File: src/rtl/stage_sequencer.sv
// stage_sequencer: multi-cycle Y86-style control FSM stepping one instruction through its stages.
// Ports:
//   clk, rst_n                 clock, asynchronous active-low reset
//   start, start_pc            begin execution at start_pc (honoured only in IDLE/HALT)
//   icode, ifun                decoded fetch fields (combinational from the datapath)
//   instr_valid, imem_error    fetch status
//   dmem_error, mem_ready      data-memory status / access complete
//   cnd                        branch condition from execute
//   valC, valP, valM           PC-update candidates
//   pc                         current fetch PC
//   f_en..w_en                 one-hot stage enables
//   stat                       1=AOK 2=HLT 3=ADR 4=INS
//   busy, halted, instr_count  run status and retired-instruction count
module stage_sequencer (
  input  logic        clk,
  input  logic        rst_n,
  input  logic        start,
  input  logic [63:0] start_pc,
  input  logic [3:0]  icode,
  input  logic [3:0]  ifun,
  input  logic        instr_valid,
  input  logic        imem_error,
  input  logic        dmem_error,
  input  logic        mem_ready,
  input  logic        cnd,
  input  logic [63:0] valC,
  input  logic [63:0] valP,
  input  logic [63:0] valM,
  output logic [63:0] pc,
  output logic        f_en,
  output logic        d_en,
  output logic        e_en,
  output logic        m_en,
  output logic        w_en,
  output logic [2:0]  stat,
  output logic        busy,
  output logic        halted,
  output logic [31:0] instr_count
);
  typedef enum logic [2:0] {IDLE, FETCH, DECODE, EXECUTE, MEMORY, WRITEBACK, PCUPD, HALT} state_t;
  localparam logic [2:0] AOK = 3'd1, HLT = 3'd2, ADR = 3'd3, INS = 3'd4;
  state_t state, nxt;
  logic [2:0] nstat;
  logic mem_acc, fetch_bad, unused_ifun;
  assign unused_ifun = ^ifun;
  // only loads, stores, call, ret, push and pop wait on data memory
  assign mem_acc = icode inside {4'h4, 4'h5, 4'h8, 4'h9, 4'hA, 4'hB};
  assign fetch_bad = imem_error || !instr_valid || icode == 4'h0;
  always_comb begin
    nxt = state;
    nstat = stat;
    case (state)
      IDLE, HALT: begin
        nxt = start ? FETCH : state;
        nstat = start ? AOK : stat;
      end
      FETCH: begin
        nxt = fetch_bad ? HALT : DECODE;
        nstat = imem_error ? ADR : !instr_valid ? INS : icode == 4'h0 ? HLT : stat;
      end
      DECODE:    nxt = EXECUTE;
      EXECUTE:   nxt = MEMORY;
      MEMORY: begin
        nxt = !mem_acc ? WRITEBACK : !mem_ready ? MEMORY : dmem_error ? HALT : WRITEBACK;
        nstat = (mem_acc && mem_ready && dmem_error) ? ADR : stat;
      end
      WRITEBACK: nxt = PCUPD;
      PCUPD:     nxt = FETCH;
    endcase
  end
  // outputs are registered from the next state so they line up with the state register
  always_ff @(posedge clk or negedge rst_n) begin
    if (!rst_n) begin
      state <= IDLE;
      pc <= '0;
      stat <= AOK;
      instr_count <= '0;
      {f_en, d_en, e_en, m_en, w_en} <= '0;
      busy <= 1'b0;
      halted <= 1'b0;
    end else begin
      state <= nxt;
      stat <= nstat;
      f_en <= nxt == FETCH;
      d_en <= nxt == DECODE;
      e_en <= nxt == EXECUTE;
      m_en <= nxt == MEMORY;
      w_en <= nxt == WRITEBACK;
      busy <= !(nxt inside {IDLE, HALT});
      halted <= nxt == HALT;
      if ((state == IDLE || state == HALT) && start) pc <= start_pc;
      if (state == PCUPD) begin
        pc <= (icode == 4'h8 || (icode == 4'h7 && cnd)) ? valC : icode == 4'h9 ? valM : valP;
        instr_count <= instr_count + 32'd1;
      end
    end
  end
endmodule

File: config.mk
export PLATFORM = sky130hd
export DESIGN_NAME = stage_sequencer
export DESIGN_NICKNAME = d
export VERILOG_FILES = /design/src/rtl/stage_sequencer.sv
export SDC_FILE = /design/constraint.sdc
export NUM_CORES = 1
export LEC_CHECK = 0
export ABC_CLOCK_PERIOD_IN_PS = 3800
export CAP_MARGIN = 10
export CORE_AREA = 2 2 147 149
export CTS_CLUSTER_DIAMETER = 100
export DETAILED_ROUTE_END_ITERATION = 12
export DIE_AREA = 0 0 149 151
export GPL_TIMING_DRIVEN = 0
export PLACE_DENSITY = 0.67
export SETUP_SLACK_MARGIN = 0.3
export SYNTH_ARGS = -nofsm -noshare
export SYNTH_HDL_FRONTEND = slang
export SYNTH_SLANG_ARGS = --single-unit
File: constraint.sdc
create_clock -name clk -period 3.8 [get_ports clk]
set_input_delay 0.76 -clock clk [delete_from_list [all_inputs] [get_ports clk]]
set_output_delay 0.76 -clock clk [all_outputs]
set_load 0.05 [all_outputs]
# After elaboration in Yosys (flattened, before gate mapping)

Index checks and enable logic that the tools add are counted.

Equal/unequal tests: 23
$add $sub $neg: 1
Muxes and demuxes: 16
Reductions and logical operators: 19

Operator list:

| kind                                                                  | count |
|---|---|
| 64-bit 2-to-1 mux                                                     | 4 |
| 32-bit by 1-bit adder with 32-bit output, second input constant       | 1 |
| 3-bit equality test, second input constant                            | 7 |
| 3-bit 2-to-1 mux                                                      | 7 |
| 3-bit case mux with 7 select lines                                    | 1 |
| 4-bit equality test, second input constant                            | 4 |
| 3-bit by 2-bit equality test with 1-bit output, second input constant | 4 |
| 4-bit by 3-bit equality test with 1-bit output, second input constant | 3 |
| 3-bit case mux with 3 select lines                                    | 1 |
| 3-bit by 1-bit equality test with 1-bit output, second input constant | 2 |
| 3-bit logical NOT                                                     | 2 |
| 2-bit 2-to-1 mux                                                      | 3 |
| 6-bit nonzero test                                                    | 1 |
| 1-bit logical AND                                                     | 4 |
| 4-bit logical NOT                                                     | 1 |
| 1-bit logical OR                                                      | 4 |
| 2-bit inequality test, second input constant                          | 2 |
| 4-bit inequality test, second input constant                          | 1 |
| 4-bit AND reduction                                                   | 1 |
| 2-bit nonzero test                                                    | 2 |
| 3-bit nonzero test                                                    | 1 |
| 1-bit logical NOT                                                     | 2 |
| 2-bit OR reduction                                                    | 1 |

Logic and storage cells: 70
Input bits: 272
Output and inout port bits: 106
Register bits: 109

# Depth between registers and ports, before layout

Gate-level depths: netlist (run 1).

Depth after elaboration: 8
Mapped depth: 8
Depth with buffers taken out: 6

# Worst setup path after synthesis (run 1)

OpenSTA, ideal clock, no wires.

Path kind: input port to flip-flop
Start: in icode[3]
End: reg stat[1]
Library setup time: 125 ps
Required time: 3675 ps
Buffers on the path: 0
Stages on the path: 5
Slack: 1605 ps
Arrival: 2070 ps
Cells stage by stage: nor2b_1 > o211a_2 > or3_4 > a31oi_4 > mux2_4

Longest elaborated chain between the ends: 6
Elaborated cells between the ends (all ways): 13
Those cells by class: eq/ne: 8; reduce/logical: 5

RTL lines:

| what                                                                                         | RTL line | source |
|---|---|---|
| start, declared                                                                              | 19       | `input logic [3:0] icode,` |
| 4-bit by 3-bit equality test with 1-bit output / 4-bit equality test (equally long branches) | 47       | `assign mem_acc = icode inside {4'h4, 4'h5, 4'h8, 4'h9, 4'hA, 4'hB};` |
| 6-bit nonzero test                                                                           | 47       |  |
| 1-bit logical AND (2 in a row)                                                               | 65       | `nstat = (mem_acc && mem_ready && dmem_error) ? ADR : stat;` |
| 2-bit inequality test (no line)                                                              | -        |  |
| 4-bit AND reduction (no line) (*)                                                            | -        |  |
| end signal, assigned                                                                         | 83       | `stat <= nstat;` |
| end, declared                                                                                | 35       | `output logic [2:0] stat,` |

Mark *: on every way between the ends. The rest lies on a longest branch, timed or not.
A chain may end at the register's enable or synchronous reset.

# Worst setup path in the final report (run 1)

Start: in icode[3]
End: reg pc[58]

Longest elaborated chain between the ends: 5
Elaborated cells between the ends (all ways): 8
Those cells by class: eq/ne: 3; mux: 3; reduce/logical: 2

RTL lines:

| what                                           | RTL line | source |
|---|---|---|
| 4-bit by 3-bit equality test with 1-bit output | 93       | `pc <= (icode == 4'h8 \|\| (icode == 4'h7 && cnd)) ? valC : icode == 4'h9 ? valM : valP;` |
| 1-bit logical AND                              | 93       |  |
| 1-bit logical OR                               | 93       |  |
| 64-bit 2-to-1 mux (*)                          | 93       |  |
| 64-bit 2-to-1 mux (*)                          | 92       | `if (state == PCUPD) begin` |
| end signal, assigned                           | 91       | `if ((state == IDLE \|\| state == HALT) && start) pc <= start_pc;` |
| end signal, assigned                           | 93       |  |
| end, declared                                  | 29       | `output logic [63:0] pc,` |

Marked as above.

==> qor.yml, run 1 <==
grt_pass1_wl_um: 39330
post_cts_buffers: 0
wire_per_inst_um: 19.33
power_density_nw_per_um2: 675.0
slew_violations: 0
ys_warn_count: 0
dp_hpwl_um: 20880
worstPathMaxFanout: 10
synthCells: 694
endpoint: "pc[58]"
crit_cells: 8
drt-initial-drc-count: 268
final-instance-count-excl-fill: 1362
fin_util_pct: 51.30
worst_clock_skew_ps: 8.246
reg2reg_to: "pc[41]"
setup_viol: 0
rr_worst_depth: 6
drive_gt1_share_pct: 6.181
coreArea_um2: 20820
die_area_um2: 22500
cp-startpoint: "icode[3]"
post-place-ws_ps: 664.2
gp_congestion: 0.8834
area_growth_pct: 70.91
synth_edf_count: 0
cts_root_buffer: "clkbuf_16"
slew_headroom_pct: 51.64
finalCritPeriodShare_pct: 72.27
syn_avg_cell_area_um2: 9.005
path_class: "in2reg"
ctsHoldBuffers: 0
synth_fp_nets: 967
synth_seq_cells: 109
dp.cells: 1343
gr-total-overflow: 0
crit_buf_inv: 3
dr_total_vias: 6756
placed_cell_area_um2: 10360
grt_pass1_vias: 6959
antenna_found_initial: 3
synth_area_um2: 6250
worstSkewPairLatency_ps: 350
power_mw: 7.211
worstSetupEndpointType: "flip-flop"
grt_max_degree: 80
cts.sinks: 109
status: "complete, no violations"
cp_data_required_time_ps: 4020
wl_um: 26330
slowest_stage: "buf_1"
r2r_start: "state[0]"
synthArstFlopShare_pct: 100.0
path_delay_family: "buffers and inverters"
cts_tree: "built"
slowest_delay_ps: 600
final_common_cell: "clkdlybuf4s50_1"
cts-resized-gates: 0
synthFlopType: "dfrtp_1"
cts_max_level: 3
cts-buffers-inserted: 9
rsz0062_at_grt: "no"
final_area_um2: 10680
ant_nets: 0
ir_worst_vdd_mv: 0.4621
io_pins: 378
rows: 53
n_fill_cell: 2004
vias_per_cell: 4.960
yosysSeqAreaShare_pct: 43.66
hp-class: "in2async"
fmax_ghz: 0.3641
start_util_pct: 30.01
fin_nets: 1352
hold_ws_ps: 275.9
power_leakage_nw: 4.346
path_cells: "clkdlybuf4s50_1, and4b_1, a21oi_1, buf_2, buf_1, nand2_1, o211ai_1, a31oi_1"
dr.pass1.iters: 4
tightestPinTransition_ps: 725.3
grt.total_usage_pct: 23.06
clk_pin_slew_worst_paths_ps: 80
die_w_um: 149
synth_cell_types: 49
drcViolationCount: 0
fin_setup_tns_ps: 0
port_buffers: 373
cp.arrival_ps: 2970
cts_buffer_depth: 2
cap_viol_max_count: 0
final_cell_mix: "clkdlybuf4s50_1, nand2_1, dfrtp_1"
period_needed_ps: 2746
fp.dieH_um: 151
start_kind: "input pin"
hold_violations: 0
r2r_setup_slack_ps: 1530
setup_ws_ps: 1054
[synth_stat cells (all sizes together), types with 3 or more instances]
cell type	number	area share, %
nand3	11	0.88
a221oi	3	0.80
o211ai	64	7.7
mux2i	64	10
buf	41	3.4
a31oi	65	6.7
nor2	76	4.6
and3	9	0.92
o21ai	5	0.40
nor3	4	0.40
nand2b	3	0.30
xor2	9	1.3
nor2b	4	0.40
a21oi	5	0.40
nand2	149	8.9
clkbuf	13	0.78
xnor2	22	3.1
dfrtp	108	43
inv	7	0.42
nand4	7	0.70
[layer usage]
layer  GRT usage, %  wire length (µm)  vias to the layer above
li1               -                 -                     3240
met1          27.55             10460                     3197
met2          40.55             13270                      275
met3          5.633              2037                       42
met4          8.000               548                        2
met5              0                13                        -
[worst register-to-register path, stage by stage, from the launching register on]
cell and delay, ps:
dfrtp_1 420, buf_2 200, nor3_1 500, buf_2 400
buf_2 310, o211ai_1 150, a31oi_1 190
[layout make-up]
| cell class | instances | area (µm²) | share of cell area (%) |
|---|---|---|---|
| Clock buffer | 10 | 239.0 | 2.237 |
| Antenna cell | 3 | 7.507 | 0.07028 |
| Inverter | 7 | 26.28 | 0.2460 |
| Multi-Input combinational cell | 524 | 3234 | 30.28 |
| Buffer | 54 | 260.3 | 2.436 |
| Timing Repair Buffer | 374 | 3762 | 35.22 |
| Tap cell | 275 | 344.1 | 3.221 |
| Sequential cell | 109 | 2729 | 25.55 |
| Clock inverter | 6 | 78.83 | 0.7380 |
[worst min-delay path by stage]
stage	cells past startpoint	to	slack, ps
2_1_floorplan	0	busy	460
3_3_place_gp	1	instr_count[31]	470
3_5_place_dp	1	instr_count[24]	490
4_1_cts	1	w_en	270
5_1_grt	1	w_en	290
6_report	1	m_en	280
[logic make-up after synthesis]
family	share of synthesized area [%]
mux	10.73
buf+inv	4.585
xor+xnor	4.344
simple gates	19.86
fa+ha+maj	0.2002
compound gates	16.62
flops	43.66
[registers in the layout (all words and copies together), names as in the netlist]
| name | count |
|---|---|
| pc | 64 |
| e_en | 1 |
| w_en | 1 |
| d_en | 1 |
| stat | 3 |
| state | 3 |
| m_en | 1 |
| f_en | 1 |
| instr_count | 32 |
| busy | 1 |
| halted | 1 |
[power breakdown]
group          internal [mW]  switching (mW)  leakage [nW]
Combinational           1.53            2.80          2.88
Clock                  0.543           0.467         0.157
Sequential              1.60           0.273          1.31
(Power assumes the default switching activity.)
==> run 2: changes to the inputs <==
--- a/config.mk
+++ b/config.mk
@@ -5,14 +5,14 @@
 export SDC_FILE = /design/constraint.sdc
 export NUM_CORES = 1
 export LEC_CHECK = 0
-export ABC_CLOCK_PERIOD_IN_PS = 3800
+export ABC_CLOCK_PERIOD_IN_PS = 2200
 export CAP_MARGIN = 10
 export CORE_AREA = 2 2 147 149
 export CTS_CLUSTER_DIAMETER = 100
 export DETAILED_ROUTE_END_ITERATION = 12
 export DIE_AREA = 0 0 149 151
 export GPL_TIMING_DRIVEN = 0
-export PLACE_DENSITY = 0.67
+export PLACE_DENSITY = 0.69
 export SETUP_SLACK_MARGIN = 0.3
 export SYNTH_ARGS = -nofsm -noshare
 export SYNTH_HDL_FRONTEND = slang
==> constraint.sdc (replaced) <==
create_clock -name clk -period 2.2 [get_ports clk]
set_input_delay 0.44 -clock clk [delete_from_list [all_inputs] [get_ports clk]]
set_output_delay 0.44 -clock clk [all_outputs]
set_load 0.05 [all_outputs]
==> run 2 against run 1 <==
Net effect:
- via count is 0.33% lower
- critical path type is now reg2reg
- wire length is 1.1% higher
- clock power is 74% higher
- flip-flop and latch count stayed put
- global-route usage hardly changed
- worst hold slack worse by 240 ps
==> qor.yml, run 2 (synthesis gave the netlist of run 1 again) <==
status: "complete, no violations"  # unchanged
dr.pass1.iters: 4  # unchanged
rows: 53  # unchanged
slowest_delay_ps: 380  # was 600 ps
grt_max_degree: 57  # was 80
coreArea_um2: 20820  # unchanged
fmax_ghz: 0.5395
io_pins: 378  # unchanged
die_w_um: 149  # unchanged
grt_pass1_vias: 6618  # was 6,959
start_kind: "flip-flop"  # was input pin
setup_viol: 0  # unchanged
path_cells: "buf_6, and4b_1, o211a_2, or3_4, a31oi_4, mux2_4"  # was clkdlybuf4s50_1, and4b_1, a21oi_1, buf_2, buf_1, nand2_1, o211ai_1, a31oi_1
largest_reg_flops: 64  # unchanged
wire_per_inst_um: 19.45  # was 19.33 µm
slew_violations: 0  # unchanged
cts_tree: "built"  # unchanged
setup_ws_ps: 346.3  # was 1054 ps
ctsHoldBuffers: 0  # unchanged
grt.total_usage_pct: 23.09  # was 23.06%
tightestPinTransition_ps: 655.4  # was 725.3 ps
final-instance-count-excl-fill: 1369  # was 1,362
drive_gt1_share_pct: 10.63  # was 6.181%
gr-total-overflow: 0  # unchanged
dr_total_vias: 6734  # was 6,756
dp_hpwl_um: 20460  # was 20,880 µm
gp_congestion: 0.9008  # was 0.8834
clk_pin_slew_worst_paths_ps: 80  # about the same
grt_pass1_wl_um: 38940  # was 39,330 µm
cts_root_buffer: "clkbuf_16"  # unchanged
die_area_um2: 22500  # unchanged
slowest_stage: "dfrtp_1"  # was buf_1
regMostFlops: "pc"  # unchanged
period_needed_ps: 1854
final_common_cell: "clkdlybuf4s50_1"  # unchanged
antenna_found_initial: 3  # unchanged
area_growth_pct: 74.59  # was 70.91%
dp.cells: 1343  # unchanged
placed_cell_area_um2: 10370  # was 10,360 µm²
hp-class: "in2async"  # unchanged
worstSetupEndpointType: "flip-flop"  # unchanged
power_density_nw_per_um2: 1123  # was 675.0 nW/µm²
cts_max_level: 3  # unchanged
hold_ws_ps: 36.50  # was 275.9 ps
top_regs: "pc x64, instr_count x32"  # unchanged
worstSkewPairLatency_ps: 350  # about the same
drcViolationCount: 0  # unchanged
ir_worst_vdd_mv: 0.7803  # was 0.4621 mV
rsz0062_at_grt: "yes"  # was no
fin_setup_tns_ps: 0  # unchanged
post-place-ws_ps: -779.1  # was 664.2 ps
cts_buffer_depth: 2  # unchanged
hold_violations: 0  # unchanged
worstPathMaxFanout: 7  # was 10
vias_per_cell: 4.919  # was 4.960
drt-initial-drc-count: 248  # was 268
fin_util_pct: 52.40  # was 51.30%
port_buffers: 373  # unchanged
fp.dieH_um: 151  # unchanged
cts.sinks: 109  # unchanged
cts-buffers-inserted: 9  # unchanged
wl_um: 26620  # was 26,330 µm
cp_data_required_time_ps: 2450  # was 4020 ps
cp.arrival_ps: 2100  # was 2970 ps
power_leakage_nw: 4.725  # was 4.346 nW
power_mw: 12.26  # was 7.211 mW
final_area_um2: 10910  # was 10,680 µm²
finalCritPeriodShare_pct: 84.26
slew_headroom_pct: 56.31  # was 51.64%
start_util_pct: 30.01  # unchanged
ant_nets: 0  # unchanged
cap_viol_max_count: 0  # unchanged
worst_clock_skew_ps: 8.010  # was 8.246 ps
final_cell_mix: "clkdlybuf4s50_1, nand2_1, dlygate4sd2_1"  # was clkdlybuf4s50_1, nand2_1, dfrtp_1
path_class: "reg2reg"  # was in2reg
fin_nets: 1359  # was 1,352
[run 2: cell types whose count changed in the layout (fill, tap and decap cells not counted), sizes merged]
cell,delta
clkdlybuf4s50,-111
dlygate4sd2,+109
clkbuf,+4
buf,+3
clkinvlp,+1
dlymetal6s2s,+1
[run 2: final cells by class]
type | count | area (µm²)
sequential | 109 | 2743
antenna | 3 | 7.507
fill | 2003 | 9911
buffer | 54 | 471.7
clock inverter | 7 | 93.84
clock buffer | 9 | 225.2
inverter | 7 | 26.28
timing repair buffer | 381 | 3700
tap | 275 | 344.1
multi-input combinational | 524 | 3301
[run 2: final timing paths]
check,start,endpoint,slack (ps),cells after the start
max,state[2],stat[1],350,6
max reg2reg,state[2],stat[1],350,6
min reg2reg,instr_count[31],instr_count[31],480,1
min,rst_n,stat[1],40,1
min in group clk,instr_count[31],instr_count[31],480,1
max in group asynchronous,rst_n,instr_count[1],1470,2
[run 2: where the power goes]
group          switching (mW)  internal (mW)  total [mW]
registers               0.433           2.76        3.20
clock network           0.847          0.915        1.76
logic                    4.94           2.36        7.30
total                    6.22           6.04        12.3
[run 2: timing repair]
item | 4_1_cts | 5_1_grt
pin swaps | 3 | 3
endpoints found under the hold margin | 0 | 0
cloned | 2 | 0
setup buffers | 2 | 3
endpoints found under the setup margin | 177 | 70
resized for setup | 183 | 34
[run 2: worst max-delay path: cells and delay by family, from the launching register on]
kind | cells | cell delay [ps]
AND/OR/NAND/NOR | 2 | 520
AO/OA/AOI/OAI | 2 | 400
buffers and inverters | 1 | 130
flip-flops | 1 | 380
multiplexers | 1 | 310
[run 2: metal layers]
metal / track usage, % / vias to the layer above / routed length [µm]
met2: 40.44 / 247 / 13380
met1: 27.97 / 3203 / 10660
met4: 6.286 / 2 / 379
met3: 6.325 / 23 / 2193
met5: 0 / - / 12
li1: - / 3259 / -
==> run 3: changes to the inputs <==
==> config.mk (replaced) <==
export PLATFORM = sky130hd
export DESIGN_NAME = stage_sequencer
export DESIGN_NICKNAME = d
export VERILOG_FILES = /design/src/rtl/stage_sequencer.sv
export SDC_FILE = /design/constraint.sdc
export NUM_CORES = 1
export LEC_CHECK = 0
export ABC_CLOCK_PERIOD_IN_PS = 1710
export CAP_MARGIN = 10
export CORE_AREA = 2 2 148 150
export CTS_CLUSTER_DIAMETER = 100
export DETAILED_ROUTE_END_ITERATION = 12
export DIE_AREA = 0 0 150 152
export GPL_TIMING_DRIVEN = 0
export PLACE_DENSITY = 0.66
export SETUP_SLACK_MARGIN = 0.3
export SYNTH_ARGS = -nofsm -noshare
export SYNTH_HDL_FRONTEND = slang
export SYNTH_SLANG_ARGS = --single-unit
==> constraint.sdc (replaced) <==
create_clock -name clk -period 1.71 [get_ports clk]
set_input_delay 0.342 -clock clk [delete_from_list [all_inputs] [get_ports clk]]
set_output_delay 0.342 -clock clk [all_outputs]
set_load 0.05 [all_outputs]
==> run 3 against run 2 <==
Net effect:
- the flow now finishes with violations (negative setup slack)
- sequential power grew 38%
- power grew 66%
- first-iteration DRC count grew 6.9%
- critical path type unchanged
- critical endpoint unchanged
- largest cell class unchanged
- largest power group unchanged
- highest routed layer is now met4
==> qor.yml, run 3 (synthesis gave the netlist of run 1 again) <==
cts_buffer_depth: 2  # unchanged
setup_ws_ps: -183.3  # was 346.3 ps
fmax_ghz: 0.5282  # was 0.5395 GHz
ir_worst_vdd_mv: 0.6793  # was 0.7803 mV
cp-startpoint: "state[2]"  # unchanged
cts_root_buffer: "clkbuf_16"  # unchanged
grt_pass1_wl_um: 42140  # was 38,940 µm
cts_tree: "built"  # unchanged
worstSkewPairLatency_ps: 360  # was 350 ps
post-place-ws_ps: -804.9  # was -779.1 ps
final_area_um2: 12550  # was 10,910 µm²
violations: "negative setup slack"
path_cells: "buf_6, and4b_1, o211a_4, or3_4, a31oi_4, mux2_4"  # was buf_6, and4b_1, o211a_2, or3_4, a31oi_4, mux2_4
insertedDiodeCount: 0  # was 3
power_density_nw_per_um2: 1626  # was 1123 nW/µm²
rows: 54  # was 53
power_leakage_nw: 5.336  # was 4.725 nW
period_needed_ps: 1893  # was 1854 ps
io_pins: 378  # unchanged
dp.cells: 1348  # was 1,343
worstSetupEndpointType: "flip-flop"  # unchanged
cap_viol_max_count: 0  # unchanged
worstPathMaxFanout: 5  # was 7
cp_data_required_time_ps: 1950  # was 2450 ps
start_util_pct: 29.27  # was 30.01%
slowest_stage: "dfrtp_1"  # unchanged
final-instance-count-excl-fill: 1439  # was 1,369
finalCritPeriodShare_pct: 110.7  # was 84.26%
grt_pass1_vias: 7252  # was 6,618
largest_reg_flops: 64  # unchanged
dr_total_vias: 7206  # was 6,734
fin_nets: 1427  # was 1,359
cts.sinks: 109  # unchanged
grt.total_usage_pct: 24.02  # was 23.09%
die_area_um2: 22800  # was 22,500 µm²
top_regs: "pc x64, instr_count x32"  # unchanged
area_growth_pct: 100.8  # was 74.59%
tightestPinTransition_ps: 531.4  # was 655.4 ps
setup_viol: 72  # was 0
gr-total-overflow: 0  # unchanged
final_cell_mix: "clkdlybuf4s50_1, nand2_1, buf_2, dfrtp_1, o211ai_1"  # was clkdlybuf4s50_1, nand2_1, dlygate4sd2_1
hold_violations: 0  # unchanged
hp-class: "in2reg"  # was in2async
drive_gt1_share_pct: 36.41  # was 10.63%
die_w_um: 150  # was 149 µm
path_class: "reg2reg"  # unchanged
port_buffers: 373  # unchanged
slew_headroom_pct: 64.57  # was 56.31%
cts-buffers-inserted: 9  # unchanged
cp.arrival_ps: 2140  # was 2100 ps
r2r_start: "state[2]"  # unchanged
slowest_delay_ps: 390  # was 380 ps
antenna_found_initial: 0  # was 3
wire_per_inst_um: 19.77  # was 19.45 µm
rsz0062_at_grt: "yes"  # unchanged
wl_um: 28450  # was 26,620 µm
drcViolationCount: 0  # unchanged
gp_congestion: 0.9031  # was 0.9008
start_kind: "flip-flop"  # unchanged
status: "finished, violations left"  # was complete, no violations
coreArea_um2: 21350  # was 20,820 µm²
ant_nets: 0  # unchanged
regMostFlops: "pc"  # unchanged
drt-initial-drc-count: 265  # was 248
final_common_cell: "clkdlybuf4s50_1"  # unchanged
cts_max_level: 3  # unchanged
dr.pass1.iters: 4  # unchanged
power_mw: 20.40  # was 12.26 mW
min-delay-start: "instr_valid"
slew_violations: 0  # unchanged
vias_per_cell: 5.008  # was 4.919
worst_clock_skew_ps: 7.646  # was 8.010 ps
fp.dieH_um: 152  # was 151 µm
dp_hpwl_um: 20390  # was 20,460 µm
clk_pin_slew_worst_paths_ps: 80  # about the same
placed_cell_area_um2: 10630  # was 10,370 µm²
grt_max_degree: 63  # was 57
[run 3: metrics by stage]
stage	setup TNS, ps	util (%)	hold WS [ps]
floorplan	-262.5	-	46.41
global placement	-519590	49.65	462.2
detailed placement	-50470	49.79	326.0
CTS	-2460	55.50	357.5
global route	-9272	58.78	377.8
finish	-3822	58.78	380.0
[run 3: area by class of cell]
type / count / area [µm²]
Buffer: 54 / 673.1
Clock buffer: 9 / 225.2
Clock inverter: 7 / 116.4
Fill cell: 1914 / 8800
Inverter: 7 / 33.78
Multi-Input combinational cell: 524 / 3974
Sequential cell: 109 / 2763
Tap cell: 280 / 350.3
Timing Repair Buffer: 449 / 4415
[run 3: power breakdown]
| group | switching [mW] | internal, mW |
|---|---|---|
| Combinational | 7.63 | 5.94 |
| Clock | 1.10 | 1.33 |
| Sequential | 0.849 | 3.56 |
[run 3: final timing paths]
check | endpoint | slack [ps] | depth (start not counted)
setup / recovery | stat[1] | -180 | 6
hold / removal | stat[2] | 380 | 2
setup reg to reg | stat[1] | -180 | 6
hold reg to reg | instr_count[31] | 470 | 1
max in group asynchronous | instr_count[29] | 530 | 3
min in group asynchronous | pc[58] | 490 | 2
[run 3: metal layers]
layer,up-vias,share of wire (%),GRT usage (%)
li1,3401,-,-
met1,3495,40,29.84
met2,273,52,42.40
met3,37,5.6,3.724
met4,0,2.4,7.547
met5,-,0,0
[run 3: timing repair]
| item | in CTS | in global routing |
|---|---|---|
| setup endpoints to repair | 205 | 124 |
| hold endpoints to repair | 47 | 0 |
| resized for setup | 717 | 142 |
| setup buffers | 48 | 10 |
| pin swaps | 38 | 28 |
| cloned | 13 | 3 |
| hold buffers | 1 | 0 |
[run 3: critical path: cells and delay by family, from the launching register on]
family / cells / cell delay, ps
buf+inv: 1 / 140
flops: 1 / 390
compound gates: 2 / 390
mux: 1 / 330
simple gates: 2 / 530
